## config.mk

```make
export PLATFORM = sky130hd
export DESIGN_NAME = x_top_uart_rx_fifo
export DESIGN_NICKNAME = d
export VERILOG_FILES = /design/src/rtl/x_top_uart_pkg.sv /design/src/rtl/x_top_uart_rx_fifo_ram.sv /design/src/rtl/x_top_uart_rx_fifo.sv
export SDC_FILE = /design/constraint.sdc
export NUM_CORES = 1
export LEC_CHECK = 0
export ABC_AREA = 1
export BUFFER_PORTS_ARGS = -buffer_cell sky130_fd_sc_hd__buf_2
export CAP_MARGIN = 10
export CORE_MARGIN = 2
export CORE_UTILIZATION = 26
export DETAILED_ROUTE_END_ITERATION = 12
export SYNTH_ARGS = -nofsm -noshare
export SYNTH_HDL_FRONTEND = slang
export SYNTH_HIERARCHICAL = 1
export SYNTH_SLANG_ARGS = --single-unit
```

## constraint.sdc

```tcl
create_clock -name i_clk -period 4.1 [get_ports i_clk]
set_input_delay 0.205 -clock i_clk [delete_from_list [all_inputs] [get_ports i_clk]]
set_output_delay 0.205 -clock i_clk [all_outputs]
set_load 0.05 [all_outputs]
```

## src/rtl/x_top_uart_pkg.sv

```systemverilog
// Shared UART types and defaults.
// Build option X_TOP_UART_RX_FIFO_OVERWRITE_EN: when defined, a full rx FIFO overwrites its oldest byte instead of dropping the newest.
package x_top_uart_pkg;

  typedef logic [7:0] x_uart_byte_t;

  localparam int C_RX_FIFO_DEPTH = 16;

endpackage

```

## src/rtl/x_top_uart_rx_fifo_ram.sv

```systemverilog
// Register array storage: p_depth x p_width, one synchronous write port and one asynchronous read port.
// Read data follows i_raddr in the same cycle; there is no backpressure and every write is accepted.
module x_top_uart_rx_fifo_ram
  import x_top_uart_pkg::*;
#(
  parameter int p_depth = C_RX_FIFO_DEPTH,
  parameter int p_width = $bits(x_uart_byte_t)
) (
  input  logic                       i_clk,
  input  logic                       i_we,
  input  logic [$clog2(p_depth)-1:0] i_waddr,
  input  logic [p_width-1:0]         i_wdata,
  input  logic [$clog2(p_depth)-1:0] i_raddr,
  output logic [p_width-1:0]         o_rdata
);

  logic [p_width-1:0] mem [p_depth];

  always_ff @(posedge i_clk) begin
    if (i_we) mem[i_waddr] <= i_wdata;
  end

  assign o_rdata = mem[i_raddr];

endmodule

```

## src/rtl/x_top_uart_rx_fifo.sv

```systemverilog
// UART rx byte buffer: captures every receiver strobe; a byte is visible on o_valid/o_data one cycle after its strobe.
// The receiver cannot be stalled: a full FIFO loses a byte and sets sticky o_overflow (X_TOP_UART_RX_FIFO_OVERWRITE_EN selects drop-oldest).
module x_top_uart_rx_fifo
  import x_top_uart_pkg::*;
#(
  parameter int p_depth = C_RX_FIFO_DEPTH,
  parameter int p_width = $bits(x_uart_byte_t)
) (
  input  logic                     i_clk,
  input  logic                     i_rst,
  input  logic                     i_valid,
  input  logic [p_width-1:0]       i_data,
  output logic                     o_valid,
  output logic [p_width-1:0]       o_data,
  input  logic                     i_accept,
  output logic [$clog2(p_depth):0] o_level,
  output logic                     o_full,
  output logic                     o_overflow,
  input  logic                     i_clr_overflow
);

  localparam int c_aw = $clog2(p_depth);
  localparam logic [c_aw:0] c_one = {{c_aw{1'b0}}, 1'b1};

  logic [c_aw:0]      wr_ptr, rd_ptr;
  logic               empty, full, pop, push, lost, wr_en, rd_adv;
  logic [p_width-1:0] rd_data;

  assign empty = (wr_ptr == rd_ptr);
  assign full  = (wr_ptr[c_aw-1:0] == rd_ptr[c_aw-1:0]) && (wr_ptr[c_aw] != rd_ptr[c_aw]);
  assign pop   = !empty && i_accept;
  assign push  = i_valid && (!full || pop);
  assign lost  = i_valid && full && !pop;

`ifdef X_TOP_UART_RX_FIFO_OVERWRITE_EN
  // Lost byte lands in the oldest slot; advancing both pointers keeps the level at p_depth.
  assign wr_en  = push || lost;
  assign rd_adv = pop || lost;
`else
  assign wr_en  = push;
  assign rd_adv = pop;
`endif

  x_top_uart_rx_fifo_ram #(
    .p_depth (p_depth),
    .p_width (p_width)
  ) u_ram (
    .i_clk   (i_clk),
    .i_we    (wr_en),
    .i_waddr (wr_ptr[c_aw-1:0]),
    .i_wdata (i_data),
    .i_raddr (rd_ptr[c_aw-1:0]),
    .o_rdata (rd_data)
  );

  always_ff @(posedge i_clk or posedge i_rst) begin
    if (i_rst) begin
      wr_ptr     <= '0;
      rd_ptr     <= '0;
      o_overflow <= 1'b0;
    end else begin
      if (wr_en)  wr_ptr <= wr_ptr + c_one;
      if (rd_adv) rd_ptr <= rd_ptr + c_one;
      // A loss in the same cycle as a clear keeps the flag set.
      if (lost)                o_overflow <= 1'b1;
      else if (i_clr_overflow) o_overflow <= 1'b0;
    end
  end

  assign o_valid = !empty;
  assign o_data  = empty ? '0 : rd_data;
  assign o_level = wr_ptr - rd_ptr;
  assign o_full  = full;

endmodule

```

======== Word-level counts from Yosys, hierarchy flattened ========
Memories as Yosys holds them, arrays and structs flattened.
Cells that the tools add are included.
operators by class
  mux-type cells .......................... 5
  eq/ne operators ......................... 3
  reductions and logical operators ........ 10
  add/sub/neg operators ................... 3
operators with widths
  kind                                         number
  adder 5 x 1 -> 5 bit, second input constant  2
  2-to-1 mux 8 bit                             1
  equality test 5 bit                          1
  logical AND 1 bit                            5
  subtractor 5 bit                             1
  equality test 4 bit                          1
  2-to-1 mux 1 bit                             4
  zero test 1 bit                              3
  nonzero test 2 bit                           1
  logical OR 1 bit                             1
  inequality test 1 bit                        1
word-level totals
  input bits .............................. 13
  output and inout port bits .............. 16
  RAM bits ................................ 128
  memories ................................ 1
  bits in registers ....................... 11
  word-level logic and storage cells ...... 25
memory list
  name       words  width  read ports  clocked after Yosys merged registers in  write ports  line                          source
  u_ram.mem  16     8      1           0                                        1            x_top_uart_rx_fifo_ram.sv:17  logic [p_width-1:0] mem [p_depth];

======== Longest topological paths before layout ========
  depth in word-level cells ............... 7
  depth in mapped cells ................... 10
  mapped depth without buffers ............ 9

======== Modules after synthesis ========
The synthesis kept the hierarchy.
modules (own cells, without submodules)
  module                  cells each  seq. area each (µm²)  times used  area each (µm²)
  x_top_uart_rx_fifo_ram  543         3843.7                1           5606.6
  x_top_uart_rx_fifo      123         275.3                 1           877.1

======== Least setup slack after synthesis ========
Ideal clock, no wire load.
  path type ............................... reg2reg
  from .................................... reg rd_ptr[2]
  to ...................................... mem u_ram/mem[12][0] in the netlist's numbering, enable pin
  cell stages (with the launch flop) ...... 11
  arrival ................................. 1.905 ns
  data required time ...................... 3.730 ns
  slack ................................... 1.825 ns
  library setup time ...................... 0.370 ns
  cell sequence ........................... dfrtp_1 clkbuf_1 inv_1 ha_1 nand2_2 nor2_8 nand3_4 nand2_4 inv_1 nand3_1 nor2_1
between the ends
  cells in the longest elaborated chain, start to end .. 7
ends and longest elaborated chain
  element                                                            line                                                source
  start: declaration                                                 x_top_uart_rx_fifo.sv:25                            logic [c_aw:0] wr_ptr, rd_ptr;
  start signal: assignment                                           x_top_uart_rx_fifo.sv:63                            if (rd_adv) rd_ptr <= rd_ptr + c_one;
  equality test 5 bit / equality test 4 bit (equally long branches)  x_top_uart_rx_fifo.sv:29, x_top_uart_rx_fifo.sv:30
  zero test 1 bit / logical AND 1 bit (equally long branches)        x_top_uart_rx_fifo.sv:31, x_top_uart_rx_fifo.sv:30
  logical AND 1 bit / zero test 1 bit (equally long branches)        x_top_uart_rx_fifo.sv:31, x_top_uart_rx_fifo.sv:32
  logical OR 1 bit *                                                 x_top_uart_rx_fifo.sv:32                            assign push = i_valid && (!full || pop);
  logical AND 1 bit *                                                x_top_uart_rx_fifo.sv:32
  net push                                                           x_top_uart_rx_fifo.sv:26                            logic empty, full, pop, push, lost, wr_en, rd_adv;
  2-to-1 mux 1 bit *                                                 x_top_uart_rx_fifo_ram.sv:20                        if (i_we) mem[i_waddr] <= i_wdata;
  2-to-1 mux 1 bit (implied by the code) *                           x_top_uart_rx_fifo_ram.sv:20
  end: declaration                                                   x_top_uart_rx_fifo_ram.sv:17
The timed path passes the listed nets; every way through them passes the cells marked *.

======== Worst setup path after layout ========
  from .................................... reg rd_ptr[0]
  to ...................................... out o_data[2]
between the ends
  cells in the longest elaborated chain, start to end .. 2
ends and longest elaborated chain
  element              line                      source
  memory (16 x 8 bit)  --
  net rd_data[2]       x_top_uart_rx_fifo.sv:27  logic [p_width-1:0] rd_data;
  2-to-1 mux 8 bit     x_top_uart_rx_fifo.sv:71  assign o_data = empty ? '0 : rd_data;
  end: declaration     x_top_uart_rx_fifo.sv:14  output logic [p_width-1:0] o_data,
The timed path passes the listed nets, and every way through them passes these cells.

==> results.yml <==
hold_path:
  hold_class: "in2reg"
pwr:
  p_leak_nw: 3.256
  comb_power_share: 0.447
  p_clk_frac: 0.245
  p_seq_frac: 0.308
  power.internal_w: 0.003231
  peakVddDrop_mv: 0.9610
  power.net_switching_w: 0.002659
  switching_share: 0.4514
  power_density_nw_per_um2: 788.5
placed_design:
  post-place-cells: 997
  place.port_buffers: 28
  dpl.hpwl_um: 9918
  globalplace.congestion: 0.8086
status:
  outcome: "complete, no violations"
critical_path:
  path_max_fanout: 43
  endpoint_kind: "output port"
  worstPathRequired_ns: 3.89
  cp.arrival_ns: 2.81
  start_kind: "flop"
  path_class: "reg2out"
final_layout:
  instances_no_fill: 1031
  layout-drive-gt1-share: 0.1033
  diodes: 0
  layout_common_cells: "206 x nand2_1, 128 x edfxtp_1, 125 x inv_1"
  mostFrequentLayoutCell: "nand2_1"
  final_core_util: 0.3062
  area.growth.synth_to_final_pct: 15.21
  nNetsFinal: 714
  fillers: 2565
route:
  num_vias: 4495
  wl_per_cell_um: 14.92
  ant_nets: 0
  drc: 0
  drt_wl_total_um: 15390
  drtIter0Drc: 468
  drt_first_pass_iters: 5
  avgViaCountPerCell: 4.360
yosys:
  synth-seq-cells: 139
  synth_ff_type: "edfxtp_1"
  yosysSeqAreaShare: 0.6353
  synthTopCellsByArea: "edfxtp_1 59%, nand2_1 12%, nand3_1 8.6%"
  netlist_instances: 666
  avgSynthCellArea_um2: 9.735
  synth_fp_nets: 686
  yosys_warnings: 6
  synth_edf_count: 128
  postSynth.asyncResetShare: 0.07914
  ys_types: 24
  yosysTopAreaCell: "edfxtp_1"
  yosysTopAreaCellShare: 0.5928
  syn_area_um2: 6484
sta:
  maxSlewViolCount: 0
  fmax_mhz: 332.1
  fin_tns_setup_ns: 0
  min_period_ns: 3.011
  max_slew_margin: 0.4870
  finalCritPeriodShare: 0.7344
  grt_setup_unrepaired: "no"
  tightest_slew_ns: 0.7683
  setup_viol: 0
  hold_violations: 0
  fin_skew_ns: 0.009269
floorplanning:
  die_w_um: 161.9
  dieArea_um2: 26220
  start_util: 0.2658
  core-area_um2: 24390
  die_height_um: 161.9
  num_io_pins: 29
  num_rows: 57
global_route:
  grt_pass1_wl_um: 23830
  grt_pass1_vias: 4217
  grt_usage: 0.1211
  antenna_found_initial: 0
  grt_max_degree: 68
  gr-total-overflow: 0
cts:
  cts_setup_buffers: 0
  clk_pin_slew_worst_paths_ns: 0.06
  cts_buffers: 17
  clockRootBuffer: "clkbuf_16"
  cts_tree: "yes"
  clkSinkCount: 139
  cts_resized: 0
  clk_latency_ns: 0.42
  htree_num_levels: 4
  cts_max_path_buffers: 2
run:
  max_cap_violations: 0
==> synthesized netlist by cell type (all sizes together), types with 2 or more instances <==
cell type and number:
nand2 212, inv 129, edfxtp 128, nand3 112
nor2 27, buf 24, dfrtp 11, ha 6
nand4 4, xor2 4, nand3b 3, a21oi 2
==> metal layers <==
metal	vias to the layer above	share of wire	GRT usage
met3	19	0.054	0.02681
met4	0	0.015	0.03821
li1	2188	-	-
met2	130	0.45	0.1865
met1	2158	0.48	0.1701
met5	-	0	0
==> stage by stage <==
step	total power (W)	setup WS, ns	cell area [um^2]	hold WS, ns
6_report	0.005890	1.089	7470	0.1107
4_1_cts	0.005912	1.112	7470	0.09291
3_3_place_gp	0.004444	1.347	6890	0.2509
5_1_grt	0.006222	0.8573	7470	0.1198
2_1_floorplan	0.003864	1.825	6484	0.05744
3_5_place_dp	0.004458	1.322	6890	0.2528
==> repair_timing <==
item,CTS,global route
hold endpoints to repair,12,0
setup endpoints to repair,0,0
hold buffers,2,0
==> final cells by class <==
| cell class | instances | area [um^2] | share of cell area |
|---|---|---|---|
| Inverter | 129 | 484.2 | 0.06482 |
| Clock buffer | 18 | 429.2 | 0.05745 |
| Timing Repair Buffer | 34 | 190.2 | 0.02546 |
| Clock inverter | 14 | 130.1 | 0.01742 |
| Multi-Input combinational cell | 373 | 1710 | 0.2290 |
| Sequential cell | 139 | 4120 | 0.5516 |
| Tap cell | 324 | 405.4 | 0.05427 |
==> path summary, 6_finish.rpt <==
kind / cells past startpoint / from / slack (ns) / endpoint
setup / recovery: 11 / rd_ptr[0]$_DFFE_PP0P_ / 1.09 / o_data[2]
hold reg to reg: 2 / rd_ptr[4]$_DFFE_PP0P_ / 0.54 / rd_ptr[4]$_DFFE_PP0P_
min in group asynchronous: 3 / i_rst / 0.33 / wr_ptr[0]$_DFFE_PP0P_
setup reg to reg: 9 / rd_ptr[3]$_DFFE_PP0P_ / 1.23 / u_ram/mem[10][6]$_DFFE_PP_
hold / removal: 3 / i_accept / 0.11 / rd_ptr[4]$_DFFE_PP0P_
max in group asynchronous: 3 / i_rst / 3.44 / rd_ptr[0]$_DFFE_PP0P_
==> cells by family (layout without fill, tap and decap cells) <==
group,count (synthesis),after routing,synth area share
fa+ha+maj,7,7,0.01467
buf+inv,154,195,0.1009
xor+xnor,4,4,0.005403
simple gates,358,358,0.2404
compound gates,4,4,0.003281
flops,139,139,0.6353
==> worst max-delay path, stage by stage (launching register included) <==
cell	delay, ns
dfrtp_2	0.44
inv_2	0.57
buf_4	0.38
nand2_1	0.07
nand2_1	0.10
nand2_1	0.06
nand3_1	0.09
nand3_1	0.08
nand2_1	0.15
inv_1	0.06
nor2_1	0.09
buf_2	0.27
==> power by group through the flow <==
stage	Sequential (W)	Combinational, W	Clock [W]
4_1_cts	0.00181	0.00263	0.00147
6_report	0.00181	0.00263	0.00144
2_1_floorplan	0.00181	0.00206	0
3_3_place_gp	0.00183	0.00261	0
3_5_place_dp	0.00184	0.00262	0
5_1_grt	0.00183	0.00286	0.00153
==> flip-flops by register name, summed over array words and instances (netlist names) <==
| name | count |
|---|---|
| o_overflow | 1 |
| u_ram/mem | 128 |
| wr_ptr | 5 |
| rd_ptr | 5 |
Note: power is estimated with default switching activity, not from simulation.
